**config.mk**
```make
export PLATFORM = sky130hd
export DESIGN_NAME = johnson_step_sequencer
export DESIGN_NICKNAME = d
export VERILOG_FILES = /design/src/rtl/johnson_seq_pkg.sv /design/src/rtl/johnson_core.sv /design/src/rtl/johnson_step_sequencer.sv
export SDC_FILE = /design/constraint.sdc
export NUM_CORES = 1
export LEC_CHECK = 0
export CORE_MARGIN = 2
export CORE_UTILIZATION = 58
export CTS_CLUSTER_SIZE = 10
export DETAILED_ROUTE_END_ITERATION = 10
export PLACE_DENSITY = 0.85
export SYNTH_ARGS = -nofsm -noshare
export SYNTH_HDL_FRONTEND = slang
export SYNTH_HIERARCHICAL = 1
export SYNTH_SLANG_ARGS = --single-unit
```
**constraint.sdc**
```tcl
create_clock -name clk -period 6.3 [get_ports clk]
set_input_delay 0.945 -clock clk [delete_from_list [all_inputs] [get_ports clk]]
set_output_delay 0.945 -clock clk [all_outputs]
set_load 0.01 [all_outputs]
```
**src/rtl/johnson_seq_pkg.sv**
```systemverilog
// Shared types and Johnson-code helpers for the step sequencer.
// Helpers work on a fixed-width word; callers pass the live ring width.
package johnson_seq_pkg;

  localparam int unsigned JOHNSON_MAX_W = 32;

  typedef logic [JOHNSON_MAX_W-1:0] jword_t;

  localparam jword_t JONE = jword_t'(1);

  typedef enum logic [1:0] {
    ST_IDLE = 2'd0,
    ST_RUN  = 2'd1,
    ST_DONE = 2'd2
  } seq_state_e;

  function automatic jword_t johnson_mask(input int unsigned width);
    return (width >= JOHNSON_MAX_W) ? '1 : ((JONE << width) - JONE);
  endfunction

  // Twisted-ring shift: the bit leaving one end re-enters inverted at the other.
  function automatic jword_t johnson_next(input jword_t phase, input logic dir,
                                          input int unsigned width);
    jword_t mask;
    jword_t top;
    jword_t p;
    jword_t r;
    logic   msb;
    logic   lsb;
    mask = johnson_mask(width);
    top  = JONE << (width - 1);
    p    = phase & mask;
    msb  = |(p & top);
    lsb  = p[0];
    if (!dir) r = ((p << 1) | (msb ? '0 : JONE)) & mask;
    else      r = ((p >> 1) | (lsb ? '0 : top)) & mask;
    return r;
  endfunction

  // Legal codes are a run of ones anchored at bit 0, or its complement.
  function automatic logic johnson_legal(input jword_t phase, input int unsigned width);
    jword_t mask;
    jword_t a;
    jword_t b;
    mask = johnson_mask(width);
    a    = phase & mask;
    b    = ~a & mask;
    return (((a & (a + JONE)) & mask) == '0) || (((b & (b + JONE)) & mask) == '0);
  endfunction

endpackage

```
**src/rtl/johnson_core.sv**
```systemverilog
// Johnson phase register: advances on step, forces an illegal code back to
// all-zeros instead of advancing, and flags that correction for one cycle.
module johnson_core
  import johnson_seq_pkg::*;
#(
  parameter int unsigned WIDTH = 4
) (
  input  logic             clk,
  input  logic             reset,
  input  logic             step,
  input  logic             dir,
  output logic [WIDTH-1:0] phase,
  output logic             err_recover
);

  jword_t phase_wide;
  jword_t next_wide;
  logic   legal;

  // NOTE: every variable gets a default at the top of always_comb so no path can infer a latch.
  always_comb begin
    phase_wide              = '0;
    phase_wide[WIDTH-1:0]   = phase;
    next_wide               = johnson_next(phase_wide, dir, WIDTH);
    legal                   = johnson_legal(phase_wide, WIDTH);
  end

  // NOTE: sequential state uses non-blocking assignments so every register samples pre-edge values.
  always_ff @(posedge clk or negedge reset) begin
    if (!reset) begin
      phase       <= '0;
      err_recover <= 1'b0;
    end else begin
      err_recover <= 1'b0;
      if (step) begin
        if (legal) begin
          phase <= next_wide[WIDTH-1:0];
        end else begin
          phase       <= '0;
          err_recover <= 1'b1;
        end
      end
    end
  end

endmodule

```
**src/rtl/johnson_step_sequencer.sv**
```systemverilog
// Step sequencer: command FSM, step-period prescaler and progress counter
// driving a Johnson phase register. All outputs are registered.
module johnson_step_sequencer
  import johnson_seq_pkg::*;
#(
  parameter int unsigned WIDTH = 4,
  parameter int unsigned DIV_W = 8,
  parameter int unsigned CNT_W = 16
) (
  input  logic             clk,
  input  logic             reset,
  input  logic             start,
  input  logic             stop,
  input  logic             dir,
  input  logic [DIV_W-1:0] div,
  input  logic [CNT_W-1:0] steps,
  output logic [WIDTH-1:0] phase,
  output logic             step_strobe,
  output logic             busy,
  output logic             done,
  output logic [CNT_W-1:0] steps_done,
  output logic             err_recover
);

  seq_state_e       state;
  logic [DIV_W-1:0] presc;
  logic [DIV_W-1:0] div_q;
  logic [CNT_W-1:0] steps_q;
  logic             dir_q;
  logic             step_en;
  logic             last_step;

  // stop beats a pending step in the same cycle.
  assign step_en   = (state == ST_RUN) && !stop && (presc == '0);
  assign last_step = (steps_q != '0) && ((steps_done + 1'b1) == steps_q);

  johnson_core #(
    .WIDTH(WIDTH)
  ) u_core (
    .clk        (clk),
    .reset      (reset),
    .step       (step_en),
    .dir        (dir_q),
    .phase      (phase),
    .err_recover(err_recover)
  );

  always_ff @(posedge clk or negedge reset) begin
    if (!reset) begin
      state       <= ST_IDLE;
      presc       <= '0;
      div_q       <= '0;
      steps_q     <= '0;
      dir_q       <= 1'b0;
      steps_done  <= '0;
      step_strobe <= 1'b0;
      busy        <= 1'b0;
      done        <= 1'b0;
    end else begin
      step_strobe <= step_en;
      done        <= 1'b0;
      unique case (state)
        ST_IDLE, ST_DONE: begin
          if (start && !stop) begin
            div_q      <= div;
            steps_q    <= steps;
            dir_q      <= dir;
            presc      <= div;
            steps_done <= '0;
            state      <= ST_RUN;
            busy       <= 1'b1;
          end else begin
            state <= ST_IDLE;
            busy  <= 1'b0;
          end
        end
        ST_RUN: begin
          if (stop) begin
            state <= ST_IDLE;
            busy  <= 1'b0;
          end else if (presc != '0) begin
            presc <= presc - 1'b1;
          end else begin
            steps_done <= steps_done + 1'b1;
            presc      <= div_q;
            if (last_step) begin
              state <= ST_DONE;
              busy  <= 1'b0;
              done  <= 1'b1;
            end
          end
        end
        default: begin
          state <= ST_IDLE;
          busy  <= 1'b0;
        end
      endcase
    end
  end

endmodule

```
# == Yosys cells after proc, flatten, opt, wreduce, memory -nomap -nowiden ==
# Index checks and enable logic that the tools add are counted.
# Widths: inputs -> output; s select.
# op_classes
addsub,4
n_eq_ne,8
n_mux,28
bitwise,5
n_reduce_logical,18
# ops
op,n
$logic_not 32->1,2
$mux 16,3
$pmux 16 s2,1
$mux 8,3
$add 16x1->16 const B,1
$eq 16x16->1,1
$pmux 8 s2,1
$reduce_bool 16->1,1
$mux 1,12
$mux 4,3
$add 4x1->4 const B,2
$and 4x4->4,2
$logic_not 8->1,1
$reduce_bool 8->1,1
$sub 8x1->8 const B,1
$mux 2,3
$ne 2x2->1 const B,3
$ne 3x3->1 const B,2
$logic_and 1x1->1,4
$not 4->4,1
$or 3x4->4,1
$or 4x4->4,1
$pmux 2 s2,1
$reduce_and 2->1,2
10 further kinds,10
# word_totals
ff_bits,59
input_bits,29
output_inout_bits,24
wordCells,74

# == Longest topological paths before layout ==
# Gate-level depths: netlist of run 1.
# logic_depth
depth_word,7
ltp_mapped,11
mapped_depth_nobuf,9

# == Hierarchy ==
# The synthesis of run 1 kept the hierarchy.
# by_module_without_submodules
mod,instances,cells_per_inst,area_per_inst_um2,seq_area_each_um2
johnson_step_sequencer,1,387,3148.0,1351.3
johnson_core,1,32,299.0,125.1

# == Worst setup path before layout of run 1 ==
# No wires, ideal clock.
# synth_timing
path_kind,register to register
startpoint,register presc[2]
endpoint,register state[0]
setup_time_ns,0.143
arrival_time_ns,2.337
t_required_ns,6.157
setup_slack_ns,3.820
path_stages_with_launch,7
n_path_buf,1
synth_period_minus_slack_ns,2.480
cell_sequence,dfrtp_1 > or4_4 > or3b_1 > buf_2 > or4_4 > nor4b_2 > a21oi_1
# synth_via
elab_chain_cells,3
# synth_lines
item,line_no,rtl
start: declaration,johnson_step_sequencer.sv:26,logic [DIV_W-1:0] presc;
start signal: assignment,johnson_step_sequencer.sv:68,presc <= div;
start signal: assignment,johnson_step_sequencer.sv:82,presc <= presc - 1'b1;
start signal: assignment,johnson_step_sequencer.sv:85,presc <= div_q;
$reduce_bool 8->1,johnson_step_sequencer.sv:81,end else if (presc != '0) begin
$ne 3x3->1 (no line),-,
$reduce_and 2->1 (no line),-,
end signal: assignment,johnson_step_sequencer.sv:79,state <= ST_IDLE;
end signal: assignment,johnson_step_sequencer.sv:87,state <= ST_DONE;
end signal: assignment,johnson_step_sequencer.sv:94,state <= ST_IDLE;
end: declaration,johnson_step_sequencer.sv:25,seq_state_e state;
# No other way between the ends.
# A chain may end at the register's enable or synchronous reset.

# == Final worst setup path of run 1 ==
# layout_timing
startpoint,register presc[0]
endpoint,register u_core.phase[1]
# layout_via
elab_chain_cells,2
# layout_lines
item,line_no,rtl
$logic_not 8->1,johnson_step_sequencer.sv:34,assign step_en = (state == ST_RUN) && !stop && (presc == '0);
$logic_and 1x1->1,johnson_step_sequencer.sv:34,
named net step_en,johnson_step_sequencer.sv:30,logic step_en;
end signal: assignment,johnson_core.sv:37,phase <= next_wide[WIDTH-1:0];
end: declaration,johnson_core.sv:12,"output logic [WIDTH-1:0] phase,"
# The timed path passes the listed nets, and every way through them passes these cells.

==> results of run 1 <==
-- routing by layer --
| layer | vias to the layer above | part of all wire |
|---|---|---|
| li1 | 1567 | - |
| met1 | 1519 | 0.46 |
| met2 | 123 | 0.46 |
| met3 | 13 | 0.059 |
| met4 | 0 | 0.018 |
| met5 | - | 0 |
-- stage by stage --
stage	cell area (sq um)	hold slack, ns	setup slack (ns)	power, mW	std cells
3_5_place_dp	3960	0.465	2.63	0.738	521
2_1_floorplan	3450	0.445	3.82	0.657	419
5_1_grt	4130	0.504	2.31	1.10	537
4_1_cts	4130	0.482	2.70	1.04	537
3_3_place_gp	3960	0.460	2.75	0.725	521
6_report	4130	0.485	2.66	1.04	537
-- power by group --
| group | internal (mW) | switching (mW) | total, mW | leakage [nW] |
|---|---|---|---|---|
| logic | 0.114 | 0.124 | 0.238 | 0.943 |
| clock network | 0.142 | 0.160 | 0.303 | 0.0787 |
| registers | 0.430 | 0.0666 | 0.497 | 0.761 |
| total | 0.686 | 0.351 | 1.04 | 1.78 |
-- worst max-delay path by stage --
| stage | to | slack [ns] | cells after the start |
|---|---|---|---|
| finish | u_core/phase[1] | 2.66 | 9 |
| CTS | u_core/phase[1] | 2.70 | 9 |
| global route | u_core/phase[1] | 2.31 | 9 |
| floorplan | state[0] | 3.82 | 6 |
| detailed placement | steps_done[7] | 2.63 | 7 |
| global placement | u_core/phase[1] | 2.75 | 7 |
-- logic make-up (layout without fill, tap and decap cells) --
| logic type | count (synthesis) | after routing | share of synthesized area |
|---|---|---|---|
| compound gates | 93 | 93 | 0.171 |
| buf+inv | 32 | 75 | 0.0370 |
| fa+ha+maj | 3 | 3 | 0.0109 |
| simple gates | 208 | 208 | 0.291 |
| flops | 59 | 59 | 0.428 |
| mux | 3 | 3 | 0.00871 |
| xor+xnor | 21 | 21 | 0.0534 |
-- sequential cells by signal, indices dropped and copies added, names as in the netlist, 2 cells and up --
name / flops
div_q: 8
steps_q: 16
presc: 8
steps_done: 16
state: 2
u_core/phase: 4
-- worst max-delay path: stages (launching register included) --
cell	delay (ns)
dfrtp_1	0.46
inv_1	0.11
ha_1	0.23
nor2b_1	0.16
or3b_1	0.49
nand2b_1	0.75
clkinv_1	0.60
inv_1	0.31
o41ai_1	0.11
a221o_1	0.31
-- Yosys cell counts, types with 2 or more instances --
| cell type | count |
|---|---|
| nand2_1 | 100 |
| dfrtp_1 | 59 |
| nor2_1 | 32 |
| o21ai_0 | 29 |
| a21oi_1 | 20 |
| clkbuf_1 | 20 |
| nand3_1 | 12 |
| xor2_1 | 11 |
| nand4_1 | 10 |
| xnor2_1 | 10 |
| a31oi_1 | 7 |
| and3_1 | 7 |
| nor4_1 | 6 |
| a211oi_1 | 5 |
| inv_1 | 5 |
| nand2b_1 | 5 |
| nor4b_1 | 5 |
| o31ai_1 | 5 |
| o41ai_1 | 5 |
| or3_1 | 5 |
| nor2b_1 | 4 |
| nor3_1 | 4 |
| a21o_1 | 3 |
| a221o_1 | 3 |
| buf_2 | 3 |
| ha_1 | 3 |
| mux2i_1 | 3 |
| nand3b_1 | 3 |
| o221ai_1 | 3 |
| a22o_1 | 2 |
| and2_1 | 2 |
| buf_1 | 2 |
| nor3b_1 | 2 |
| o2111ai_1 | 2 |
| o211ai_1 | 2 |
| o21ai_1 | 2 |
| or4_1 | 2 |
| or4_4 | 2 |
-- area by class of cell --
| cell class | count | area, sq um | area share |
|---|---|---|---|
| Sequential cell | 59 | 1480 | 0.358 |
| Clock inverter | 6 | 41.3 | 0.0100 |
| Multi-Input combinational cell | 328 | 1840 | 0.446 |
| Inverter | 6 | 22.5 | 0.00546 |
| Tap cell | 75 | 93.8 | 0.0227 |
| Clock buffer | 10 | 128 | 0.0309 |
| Timing Repair Buffer | 53 | 523 | 0.127 |
==> run_results.csv, run 1 <==
group,metric,value,unit
status,status,"finished clean",
cts,cts_hold_buffers,0,
floorplan,dieArea,6580,sq um
global_routing,grt.met2_usage,0.416,
setup_path,cp_max_fo,24,
floorplan,core,5820,sq um
synthesis,ys_top_cells_by_area,"dfrtp_1 43%, nand2_1 11%, o21ai_0 4.2%",
timing,setup_viol,0,
timing,skew,0.0160,ns
floorplan,start_util,0.593,
setup_path,critical_path_class,"reg2reg",
setup_path,r2r_start,"presc[0]",
cells_and_area,final_cell_mix,"100 x nand2_1, 59 x dfrtp_1, 51 x clkdlybuf4s50_1",
timing,rsz0062_at_grt,"false",
synthesis,yosysUniqueCellTypes,52,
synthesis,postSynthAreaPerCell,8.23,sq um
cts,clkSinkCount,59,
synthesis,ys_seq_elements,59,
global_routing,grt_most_used_layer,"met1",
drt,route.vias.total,3222,
setup_path,r2r_setup_slack,2.66,ns
cts,path_clk_slew,0.08,ns
setup_path,crit_path_end_kind,"flop",
drt,drc,0,
setup_path,reg2reg_to,"u_core/phase[1]",
cts,cts-root-buf,"clkbuf_8",
timing,tightest_slew,0.922,ns
global_routing,grt_pass1_wl,14300,um
synthesis,syn_inst,419,
placement,gp_congestion,0.929,
setup_path,worstPathRequired,6.53,ns
cells_and_area,final_nets,489,
worst_hold_path,min_from,"div_q[4]",
worst_hold_path,min_to,"div_q[4]",
cells_and_area,final_common_cell,"nand2_1",
flow_run,max-cap-violations,0,
cells_and_area,diodes,0,
synthesis,synth_top_cell_by_area,"dfrtp_1",
synthesis,ys_seq_area_frac,0.428,
global_routing,grt_max_degree,60,
timing,slew_viol_final,0,
timing,slew_headroom,0.385,
global_routing,antenna_found_initial,0,
drt,wl_per_cell,15.6,um
worst_hold_path,min_path_type,"reg2reg",
worst_hold_path,whs_path_depth,2,
floorplan,fp.dieW,81.1,um
cells_and_area,drive_gt1_frac,0.0519,
cells_and_area,area_delta_synth_final,19.7,%
global_routing,grtUsageTotal,0.282,
floorplan,fp.dieH,81.1,um
timing,period_share,0.578,
cts,cts_tree,"built",
global_routing,first_global_vias,2898,
cells_and_area,fin_util,0.710,
cts,post_cts_buffers,0,
power_and_ir_drop,p_per_area,251,nW/um^2
global_routing,met3_usage,0.0400,
placement,port_buffers,52,
power_and_ir_drop,p_leak,1.78,nW
synthesis,yosys_warnings,6,
synthesis,syn_area,3450,sq um
cts,numCtsBuffers,9,
synthesis,synth_ff_type,"dfrtp_1",
timing,setup_tns,0,ns
synthesis,synth_edf_count,0,
timing,period_minus_slack,3.64,ns
cts,clockBufferDepth,2,
synthesis,async_reset_ff_frac,1.00,
power_and_ir_drop,vdd_drop_max,0.181,mV
cells_and_area,num-fill-cells,475,
placement,dp_hpwl,5990,um
drt,postRouteAntennaNets,0,
setup_path,arrival,3.87,ns
global_routing,gr-total-overflow,0,
cts,clk_latency,0.34,ns
setup_path,reg2regPathDepth,9,
setup_path,worstSetupStartpointType,"flop",
synthesis,synth_top_area_frac,0.428,
global_routing,gr-usage-met1,0.420,
cts,htree_levels,3,
drt,drt_pre_antenna_iters,5,
drt,vias_per_cell,6.00,
floorplan,rows,28,
drt,wl,8400,um
cts,cts_resized,0,
setup_path,crit_start,"presc[0]",
timing,timing.fmax,275,MHz
timing,hold_viol_final,0,
floorplan,ios,53,
drt,drtIter0Drc,250,
synthesis,synth_nets,451,
Note: power is estimated with default switching activity, not from simulation.
==> run 2: changes to the inputs <==
--- a/config.mk
+++ b/config.mk
@@ -6,10 +6,10 @@
 export NUM_CORES = 1
 export LEC_CHECK = 0
 export CORE_MARGIN = 2
-export CORE_UTILIZATION = 58
+export CORE_UTILIZATION = 54
 export CTS_CLUSTER_SIZE = 10
 export DETAILED_ROUTE_END_ITERATION = 10
-export PLACE_DENSITY = 0.85
+export PLACE_DENSITY = 0.8
 export SYNTH_ARGS = -nofsm -noshare
 export SYNTH_HDL_FRONTEND = slang
 export SYNTH_HIERARCHICAL = 1
==> constraint.sdc (replaced) <==
create_clock -name clk -period 3.5 [get_ports clk]
set_input_delay 0.525 -clock clk [delete_from_list [all_inputs] [get_ports clk]]
set_output_delay 0.525 -clock clk [all_outputs]
set_load 0.01 [all_outputs]
==> run 2 against run 1 <==
Against the previous run:
- sequential cell count unchanged
- worst setup slack got worse by 2.0 ns
- non-clock buffer count increased by 3
- sequential share of layout area decreased by 0.71 points
- combinational power increased by 83%
- maximum frequency increased by 27%
- design area increased by 2.0%
- critical endpoint unchanged
==> run_results.csv, run 2 (synthesized netlist as in run 1, its figures left out) <==
group,metric,value,unit
cts,clkSinkCount,59,
floorplan,dieArea,7040,sq um
setup_path,crit_path_end_kind,"flop",
global_routing,grtUsageTotal,0.255,
drt,drtIter0Drc,214,
cts,clk_latency,0.34,ns
floorplan,ios,53,
setup_path,worstPathRequired,3.79,ns
placement,gp_congestion,0.898,
floorplan,fp.dieH,83.9,um
power_and_ir_drop,p_leak,1.83,nW
cts,cts_resized,0,
drt,postRouteAntennaNets,0,
floorplan,core,6280,sq um
timing,setup_tns,0,ns
floorplan,start_util,0.549,
global_routing,first_global_vias,3039,
status,status,"finished clean",
drt,route.vias.total,3262,
drt,vias_per_cell,6.02,
drt,wl_per_cell,15.7,um
timing,slew_viol_final,0,
cts,post_cts_buffers,0,
timing,skew,0.0120,ns
cells_and_area,drive_gt1_frac,0.0581,
timing,setup_viol,0,
cells_and_area,diodes,0,
setup_path,cp_max_fo,15,
setup_path,critical_path_class,"reg2reg",
timing,rsz0062_at_grt,"false",
timing,period_minus_slack,2.87,ns
power_and_ir_drop,vdd_drop_max,0.365,mV
timing,timing.fmax,348,MHz
global_routing,grt_pass1_wl,14500,um
cts,cts_hold_buffers,0,
global_routing,antenna_found_initial,0,
worst_hold_path,min_path_type,"in2async",
cells_and_area,area_delta_synth_final,22.2,%
floorplan,rows,29,
cells_and_area,largestRegisters,"steps_done: 16 flops, steps_q: 16 flops",
drt,drc,0,
cts,cts-root-buf,"clkbuf_8",
global_routing,grt_max_degree,37,
cts,clockBufferDepth,2,
cells_and_area,final_cell_mix,"100 x nand2_1, 59 x dfrtp_1, 51 x clkdlybuf4s50_1",
flow_run,max-cap-violations,0,
setup_path,crit_start,"presc[2]",
cts,cts_tree,"built",
drt,drt_pre_antenna_iters,5,
cells_and_area,ff_latch_area,1480,sq um
placement,dp_hpwl,5900,um
cts,path_clk_slew,0.07,ns
cts,numCtsBuffers,9,
timing,tightest_slew,0.781,ns
placement,port_buffers,52,
drt,wl,8530,um
cts,htree_levels,3,
global_routing,gr-total-overflow,0,
cells_and_area,num-fill-cells,528,
cells_and_area,final_nets,492,
timing,period_share,0.820,
timing,slew_headroom,0.480,
setup_path,arrival,3.15,ns
timing,hold_viol_final,0,
setup_path,r2r_start,"presc[2]",
cells_and_area,multi_input_area,1840,sq um
power_and_ir_drop,totalPowerFinal,2.04,mW
floorplan,fp.dieW,83.9,um
power_and_ir_drop,p_per_area,485,nW/um^2
setup_path,worstSetupStartpointType,"flop",
cells_and_area,final_common_cell,"nand2_1",
## run 2: per-layer routing
metal,wire length (um),up-vias,track usage,part of all wire
met2,3950,120,0.391,0.46
li1,-,1574,-,-
met3,512,11,0.0554,0.060
met4,119,0,0.0777,0.014
met5,0,-,0,0
met1,3950,1557,0.363,0.46
## run 2: cell type report
type	count	area share
inverters	6	0.00535
clock inverters	4	0.0172
multi-input cells	328	0.438
well taps	77	0.0229
repair buffers	56	0.130
flip-flops and latches	59	0.351
clock buffers	12	0.0368
## run 2: path summary, 6_finish.rpt
| path | slack [ns] | cells past startpoint | to |
|---|---|---|---|
| worst max-delay path | 0.63 | 7 | u_core/phase[1] |
| worst min-delay path | 0.26 | 1 | steps_q[13] |
| worst max register to register | 0.63 | 7 | u_core/phase[1] |
| worst min register to register | 0.47 | 2 | div_q[4] |
| max in group asynchronous | 2.42 | 2 | presc[4] |
| min in group clk | 0.47 | 2 | div_q[4] |
## run 2: per-stage QoR
stage | hold slack (ns) | cells | worst slack (ns) | instance area (sq um) | util
3_3_place_gp | 0.462 | 526 | 0.799 | 3980 | 0.635
4_1_cts | 0.285 | 542 | 0.644 | 4210 | 0.671
3_5_place_dp | 0.464 | 526 | 0.668 | 3980 | 0.635
2_1_floorplan | 0.229 | 419 | 1.02 | 3450 | -
5_1_grt | 0.330 | 542 | 0.487 | 4210 | 0.671
6_report | 0.264 | 542 | 0.630 | 4210 | 0.671
## run 2: where the power goes
group	switching (mW)	internal, mW
clock	0.276	0.439
combinational	0.228	0.208
sequential	0.118	0.775
total	0.622	1.42
## run 2: critical path, stage by stage, from the launching register on
cell and delay [ns]:
dfrtp_1 0.43, or4_4 0.58, or3b_1 0.59, nand2b_1 0.26, clkinv_1 0.26, inv_1 0.15
o41ai_1 0.33, a221o_1 0.21
